--- src/rtl/cmd_parser_pkg.sv ---
// Shared constants for the parameter command parser: opcodes, reply bytes,
// state encodings and a constant helper for counter sizing.
package cmd_parser_pkg;

    localparam logic [7:0] OP_SET_HASH = 8'h01;
    localparam logic [7:0] OP_PROC     = 8'h02;
    localparam logic [7:0] OP_RET_POS  = 8'h03;

    localparam logic [7:0] ACK_BYTE    = 8'h01;
    localparam logic [7:0] NACK_BYTE   = 8'h00;

    typedef logic [3:0] state_t;

    localparam state_t ST_IDLE      = 4'd0;
    localparam state_t ST_SET_HASH  = 4'd1;
    localparam state_t ST_PROC_LEN  = 4'd2;
    localparam state_t ST_PROC_DATA = 4'd3;
    localparam state_t ST_PROC_WAIT = 4'd4;
    localparam state_t ST_RET_POS   = 4'd5;
    localparam state_t ST_RET_STR   = 4'd6;
    localparam state_t ST_SEND_ACK  = 4'd7;
    localparam state_t ST_SEND_NACK = 4'd8;

    function automatic int unsigned max3(input int unsigned a, input int unsigned b,
                                         input int unsigned c);
        int unsigned m;
        m = (a > b) ? a : b;
        return (m > c) ? m : c;
    endfunction

endpackage

--- src/rtl/tx_byte_sender.sv ---
// Paces bytes into the UART transmitter: one-cycle txd_start with data, only
// when the transmitter is idle and never on two adjacent cycles.
module tx_byte_sender (
    input  logic       clk,
    input  logic       reset,
    input  logic [7:0] tx_byte,
    input  logic       tx_valid,
    output logic       tx_ready,
    input  logic       txd_busy,
    output logic       txd_start,
    output logic [7:0] txd_data
);

    // Blocking on our own strobe gives the transmitter a cycle to raise busy.
    assign tx_ready = !txd_busy && !txd_start;

    always_ff @(posedge clk) begin
        if (reset) begin
            txd_start <= 1'b0;
            txd_data  <= '0;
        end else begin
            txd_start <= tx_valid && tx_ready;
            if (tx_valid && tx_ready)
                txd_data <= tx_byte;
        end
    end

endmodule

--- src/rtl/param_cmd_parser.sv ---
// Byte-serial command parser: loads the target hash, streams data to the
// search engine, and returns the match position and string.
module param_cmd_parser
    import cmd_parser_pkg::*;
#(
    parameter int HASH_BYTES  = 16,
    parameter int CNT_BYTES   = 2,
    parameter int POS_BYTES   = 2,
    parameter int MATCH_LEN   = 19,
    parameter int TIMEOUT_CYC = 12000000
) (
    input  logic                    clk,
    input  logic                    reset,
    input  logic [7:0]              rxd_data,
    input  logic                    rxd_data_ready,
    input  logic                    txd_busy,
    output logic                    txd_start,
    output logic [7:0]              txd_data,
    input  logic                    proc_done,
    input  logic                    proc_match,
    input  logic [8*POS_BYTES-1:0]  proc_byte_pos,
    input  logic [7:0]              proc_match_char,
    output logic                    proc_start,
    output logic [8*CNT_BYTES-1:0]  proc_num_bytes,
    output logic [7:0]              proc_data,
    output logic                    proc_data_valid,
    output logic                    proc_match_char_next,
    output logic [8*HASH_BYTES-1:0] proc_target_hash,
    output logic [3:0]              state_dbg
);

    localparam int CNT_W  = 8 * CNT_BYTES;
    localparam int POS_W  = 8 * POS_BYTES;
    localparam int HASH_W = 8 * HASH_BYTES;
    localparam int CW     = $clog2(max3(HASH_BYTES, MATCH_LEN, 2**CNT_W)) + 1;
    localparam int GW     = (TIMEOUT_CYC > 1) ? $clog2(TIMEOUT_CYC + 1) : 1;

    state_t            state;
    logic [CW-1:0]     cnt, cnt_inc;
    logic [HASH_W-1:0] hash_shadow, hash_shift;
    logic [CNT_W-1:0]  num_shift;
    logic [POS_W-1:0]  pos_reg;
    logic [GW-1:0]     gap, gap_inc;
    logic              timer_active, timeout;
    logic [7:0]        tx_byte;
    logic              tx_valid, tx_ready, tx_fire;

    assign cnt_inc    = cnt + CW'(1);
    assign gap_inc    = gap + GW'(1);
    assign hash_shift = (hash_shadow << 8) | HASH_W'(rxd_data);
    assign num_shift  = (proc_num_bytes << 8) | CNT_W'(rxd_data);
    assign state_dbg  = state;

    assign timer_active = (state == ST_SET_HASH) || (state == ST_PROC_LEN) ||
                          (state == ST_PROC_DATA);
    // A byte arriving on the expiry cycle takes priority over the timeout.
    assign timeout = (TIMEOUT_CYC != 0) && timer_active && !rxd_data_ready &&
                     (gap_inc == GW'(TIMEOUT_CYC));

    always_comb begin
        tx_valid = 1'b0;
        tx_byte  = NACK_BYTE;
        case (state)
            ST_RET_POS:   begin tx_valid = 1'b1; tx_byte = pos_reg[POS_W-1 -: 8]; end
            ST_RET_STR:   begin tx_valid = 1'b1; tx_byte = proc_match_char;       end
            ST_SEND_ACK:  begin tx_valid = 1'b1; tx_byte = ACK_BYTE;              end
            ST_SEND_NACK: begin tx_valid = 1'b1; tx_byte = NACK_BYTE;             end
            default:      ;
        endcase
    end

    assign tx_fire = tx_valid && tx_ready;

    always_ff @(posedge clk) begin
        if (reset) begin
            state                <= ST_IDLE;
            cnt                  <= '0;
            gap                  <= '0;
            hash_shadow          <= '0;
            pos_reg              <= '0;
            proc_target_hash     <= '0;
            proc_num_bytes       <= '0;
            proc_data            <= '0;
            proc_start           <= 1'b0;
            proc_data_valid      <= 1'b0;
            proc_match_char_next <= 1'b0;
        end else begin
            proc_start           <= 1'b0;
            proc_data_valid      <= 1'b0;
            proc_match_char_next <= 1'b0;
            gap <= (timer_active && !rxd_data_ready) ? gap_inc : '0;

            case (state)
                ST_IDLE: begin
                    cnt <= '0;
                    if (rxd_data_ready) begin
                        case (rxd_data)
                            OP_SET_HASH: begin
                                hash_shadow <= '0;
                                state       <= ST_SET_HASH;
                            end
                            OP_PROC: begin
                                proc_num_bytes <= '0;
                                state          <= ST_PROC_LEN;
                            end
                            OP_RET_POS: begin
                                pos_reg <= proc_byte_pos;
                                state   <= ST_RET_POS;
                            end
                            default: state <= ST_SEND_NACK;
                        endcase
                    end
                end

                ST_SET_HASH: begin
                    if (rxd_data_ready) begin
                        hash_shadow <= hash_shift;
                        cnt         <= cnt_inc;
                        if (cnt_inc == CW'(HASH_BYTES)) begin
                            proc_target_hash <= hash_shift;
                            cnt              <= '0;
                            state            <= ST_SEND_ACK;
                        end
                    end else if (timeout) begin
                        hash_shadow <= '0;
                        cnt         <= '0;
                        state       <= ST_SEND_NACK;
                    end
                end

                ST_PROC_LEN: begin
                    if (rxd_data_ready) begin
                        proc_num_bytes <= num_shift;
                        cnt            <= cnt_inc;
                        if (cnt_inc == CW'(CNT_BYTES)) begin
                            cnt <= '0;
                            if (num_shift == '0) begin
                                state <= ST_SEND_NACK;
                            end else begin
                                proc_start <= 1'b1;
                                state      <= ST_PROC_DATA;
                            end
                        end
                    end else if (timeout) begin
                        cnt   <= '0;
                        state <= ST_SEND_NACK;
                    end
                end

                ST_PROC_DATA: begin
                    if (rxd_data_ready) begin
                        proc_data       <= rxd_data;
                        proc_data_valid <= 1'b1;
                        cnt             <= cnt_inc;
                        if (cnt_inc == CW'(proc_num_bytes)) begin
                            cnt   <= '0;
                            state <= ST_PROC_WAIT;
                        end
                    end else if (timeout) begin
                        cnt   <= '0;
                        state <= ST_SEND_NACK;
                    end
                end

                ST_PROC_WAIT: begin
                    if (proc_done)
                        state <= proc_match ? ST_SEND_ACK : ST_SEND_NACK;
                end

                ST_RET_POS: begin
                    if (tx_fire) begin
                        pos_reg <= pos_reg << 8;
                        cnt     <= cnt_inc;
                        if (cnt_inc == CW'(POS_BYTES)) begin
                            cnt   <= '0;
                            state <= ST_RET_STR;
                        end
                    end
                end

                ST_RET_STR: begin
                    if (tx_fire) begin
                        proc_match_char_next <= 1'b1;
                        cnt                  <= cnt_inc;
                        if (cnt_inc == CW'(MATCH_LEN)) begin
                            cnt   <= '0;
                            state <= ST_IDLE;
                        end
                    end
                end

                ST_SEND_ACK, ST_SEND_NACK: begin
                    if (tx_fire)
                        state <= ST_IDLE;
                end

                default: state <= ST_IDLE;
            endcase
        end
    end

    tx_byte_sender u_tx (
        .clk       (clk),
        .reset     (reset),
        .tx_byte   (tx_byte),
        .tx_valid  (tx_valid),
        .tx_ready  (tx_ready),
        .txd_busy  (txd_busy),
        .txd_start (txd_start),
        .txd_data  (txd_data)
    );

endmodule

--- config.mk ---
export PLATFORM = sky130hd
export DESIGN_NAME = param_cmd_parser
export DESIGN_NICKNAME = d
export VERILOG_FILES = /design/src/rtl/cmd_parser_pkg.sv /design/src/rtl/tx_byte_sender.sv /design/src/rtl/param_cmd_parser.sv
export SDC_FILE = /design/constraint.sdc
export NUM_CORES = 1
export LEC_CHECK = 0
export CORE_AREA = 3 3 280 172
export DETAILED_ROUTE_END_ITERATION = 8
export DIE_AREA = 0 0 283 175
export DONT_BUFFER_PORTS = 1
export PLACE_DENSITY = 0.48
export SLEW_MARGIN = 20
export SYNTH_ARGS = -nofsm -noshare
export SYNTH_HDL_FRONTEND = slang
export SYNTH_SLANG_ARGS = --single-unit
--- constraint.sdc ---
create_clock -name clk -period 5.55 [get_ports clk]
set_input_delay 1.3875 -clock clk [delete_from_list [all_inputs] [get_ports clk]]
set_output_delay 1.3875 -clock clk [all_outputs]
set_load 0.02 [all_outputs]
==> out/metrics.yaml <==
final_clock_period_utilization_by_the_worst_path_pct: 76.7
registers.top_by_ff_count: "proc_target_hash"
ir_worst_vdd_v: 0.000183
die_height_microns: 175
fp.coreArea_sq_um: 45900
placed_cells_incl_taps: 2076
power.leakage_nw: 5.19
clock.fmax_ghz: 0.235
yosys_warnings: 0
maxCapViolations: 0
layout_commonest_cell: "sky130_fd_sc_hd__dfxtp_1"
period_minus_slack_ns: 4.26
syn_to_final_growth_pct: 11.7
site_row_count: 61
port-buffer-count: 0
timing.critical_path.fanout_max: 16
fin_nets: 1528
floorplan.initialDensity_pct: 29.8
critPathLaunchType: "flip-flop"
cts_max_path_buffers: 3
drt-pass1-iter-count: 5
crit_arrival_ns: 4.68
yosys_most_used_dff: "sky130_fd_sc_hd__dfxtp_1"
cp.required_ns: 5.97
max_slew.worst_pin.slew_ns: 1.08
worst-path-buf-inv: 0
ys_types: 74
fin_worst_hold_slack_ns: 0.452
antenna_violating_nets_post_route: 0
rsz0062_at_grt: "no"
skew_ns: 0.0291
hpwlAfterDp_mm: 29.8
clock_sinks: 345
drc: 0
drt-wirelength-per-cell_microns: 20.7
avgViaCountPerCell: 5.21
final_hold_viol_count: 0
number_of_hold_repair_buffers_added_at_the_cts_stage: 0
reg.largest.list: "proc_target_hash: 128 flops, hash_shadow: 120 flops, gap: 24 flops"
critical_path.top_delay_family: "simple AND/OR/NAND/NOR gates"
count_of_flip_flops_with_a_built_in_enable_after_synthesis: 0
path_class: "flip-flop to flip-flop"
total_vias_in_the_final_route: 11200
grt_pass1_vias: 10400
pwr_density_cell_nw_per_um2: 367
ys_async_sr_fraction_pct: 0
worst_slew_margin_rel_pct: 27.2
worstPathCellList: "ha_1, nand3_1, nor4_2, xnor2_1, nand4_1, nor3_1, o22ai_2, o31ai_4, o22ai_1, a22o_1"
yosys_register_bits: 345
chipWidth_microns: 283
grt.overflow.total: 0
fin_tns_setup_ns: 0
final_layout_size_suffix_gt1_share_pct: 6.30
number_of_clock_buffers_inserted_by_tritoncts: 36
dr.first_iter.drc_count: 945
final-seq-area_sq_um: 6910
drv_slew: 0
final-setup-viol-count: 0
postLayoutSetupSlackWorst_ns: 1.29
finish.cell_count_without_fillers: 2141
seq_area_frac_synth_pct: 50.5
largest_reg_flops: 128
clkSlewWorstSetupHoldPaths_ns: 0.06
first_pass_grt_wire_length_mm: 67.1
setup.worst_path.end_class: "flip-flop"
syn-cell-area_sq_um: 13700
multi_input_combinational_cell_area_sq_um: 6250
layout.cells.most_common_list: "sky130_fd_sc_hd__dfxtp_1 (345), sky130_fd_sc_hd__nand2_1 (341), sky130_fd_sc_hd__a21oi_1 (177)"
cpMaxStageDelayCell: "sky130_fd_sc_hd__o31ai_4"
grt_util_all_layers_pct: 17.2
htree_num_levels: 2
syn_avg_cell_area_sq_um: 8.81
antenna_found_initial: 4
tritoncts: "built"
grt_start_max_net_pins: 185
top_level_ports: 206
gp_routability_congestion: 0.966
worstSkewPairLatency_ns: 0.54
post_synth_inst_count: 1553
synth.net_count: 1597
cts.root.buffer_cell: "sky130_fd_sc_hd__clkbuf_16"
die_area_sq_um: 49500
hold_path.class: "flip-flop to flip-flop"
post-cts-setup-buffer-count: 0
post_cts_resize_count: 0
outcome: "finished, final reports clean"
max_stage_delay_ns: 0.77
fillCellCount: 4735
finalWirelength_mm: 44.4
dp_worst_setup_slack_ns: 1.39
==> routing by layer <==
layer | GRT usage, % | part of all wire [%]
met1 | 26.0 | 50
met2 | 22.5 | 39
met3 | 5.50 | 8.1
met4 | 5.88 | 2.6
met5 | 0 | 0
==> cells by family (layout without fill, tap and decap cells) <==
group / after synthesis / after routing / share of synthesized area [%]
simple gates: 586 / 586 / 19.3
fa+ha+maj: 6 / 6 / 0.548
buf+inv: 134 / 88 / 4.14
other cells: 0 / 4 / 0
mux: 2 / 2 / 0.146
xor+xnor: 44 / 44 / 3.22
compound gates: 436 / 436 / 22.2
flops: 345 / 345 / 50.5
==> worst paths after layout <==
kind	endpoint	slack, ns	cells after the start	start
hold / removal	pos_reg[1]	0.45	2	pos_reg[1]
hold reg to reg	pos_reg[1]	0.45	2	pos_reg[1]
setup reg to reg	cnt[5]	1.29	10	cnt[0]
setup / recovery	cnt[5]	1.29	10	cnt[0]
==> report_power, final <==
part	leakage [nW]	switching, mW	internal (mW)	total, mW
clock	0.542	1.04	1.37	2.40
sequential	2.78	0.0906	2.50	2.59
combinational	1.87	0.420	0.189	0.609
==> worst min-delay path: stages, from the launching register on <==
cell,delay [ns]
sky130_fd_sc_hd__dfxtp_1,0.30
sky130_fd_sc_hd__nand2_1,0.05
sky130_fd_sc_hd__a21oi_1,0.05
==> per-stage QoR <==
step | instance area (sq um) | power (mW) | util (%)
finish | 15300 | 5.61 | 33.3
global route | 15300 | 5.86 | 33.3
CTS | 15300 | 5.69 | 33.3
detailed placement | 14100 | 3.25 | 30.8
global placement | 14100 | 3.25 | 30.8
floorplan | 13700 | 3.06 | -
==> cells in the mapped netlist (all sizes together), types with 10 or more instances <==
master | number | share of area (%)
nand2 | 343 | 9.4
and3 | 14 | 0.64
o21ai | 18 | 0.66
nor4 | 20 | 1.2
a311oi | 12 | 0.77
xor2 | 21 | 1.3
buf | 39 | 1.5
nand3 | 31 | 1.2
nand2b | 11 | 0.50
nor3 | 25 | 0.91
dfxtp | 345 | 50
clkbuf | 80 | 2.2
a21o | 10 | 0.55
a21oi | 180 | 6.6
xnor2 | 19 | 1.2
inv | 15 | 0.41
a31oi | 10 | 0.46
nor2 | 86 | 2.4
nand4 | 14 | 0.78
a22o | 137 | 8.8
==> area by class of cell <==
| class | count | share of cell area (%) |
|---|---|---|
| inverters | 15 | 0.368 |
| diodes | 4 | 0.0655 |
| flip-flops and latches | 345 | 45.2 |
| clock buffers | 46 | 6.27 |
| multi-input cells | 1074 | 40.9 |
| clock inverters | 15 | 1.16 |
| well taps | 630 | 5.16 |
| repair buffers | 12 | 0.917 |
No activity file was read; power rests on OpenSTA's default activity.
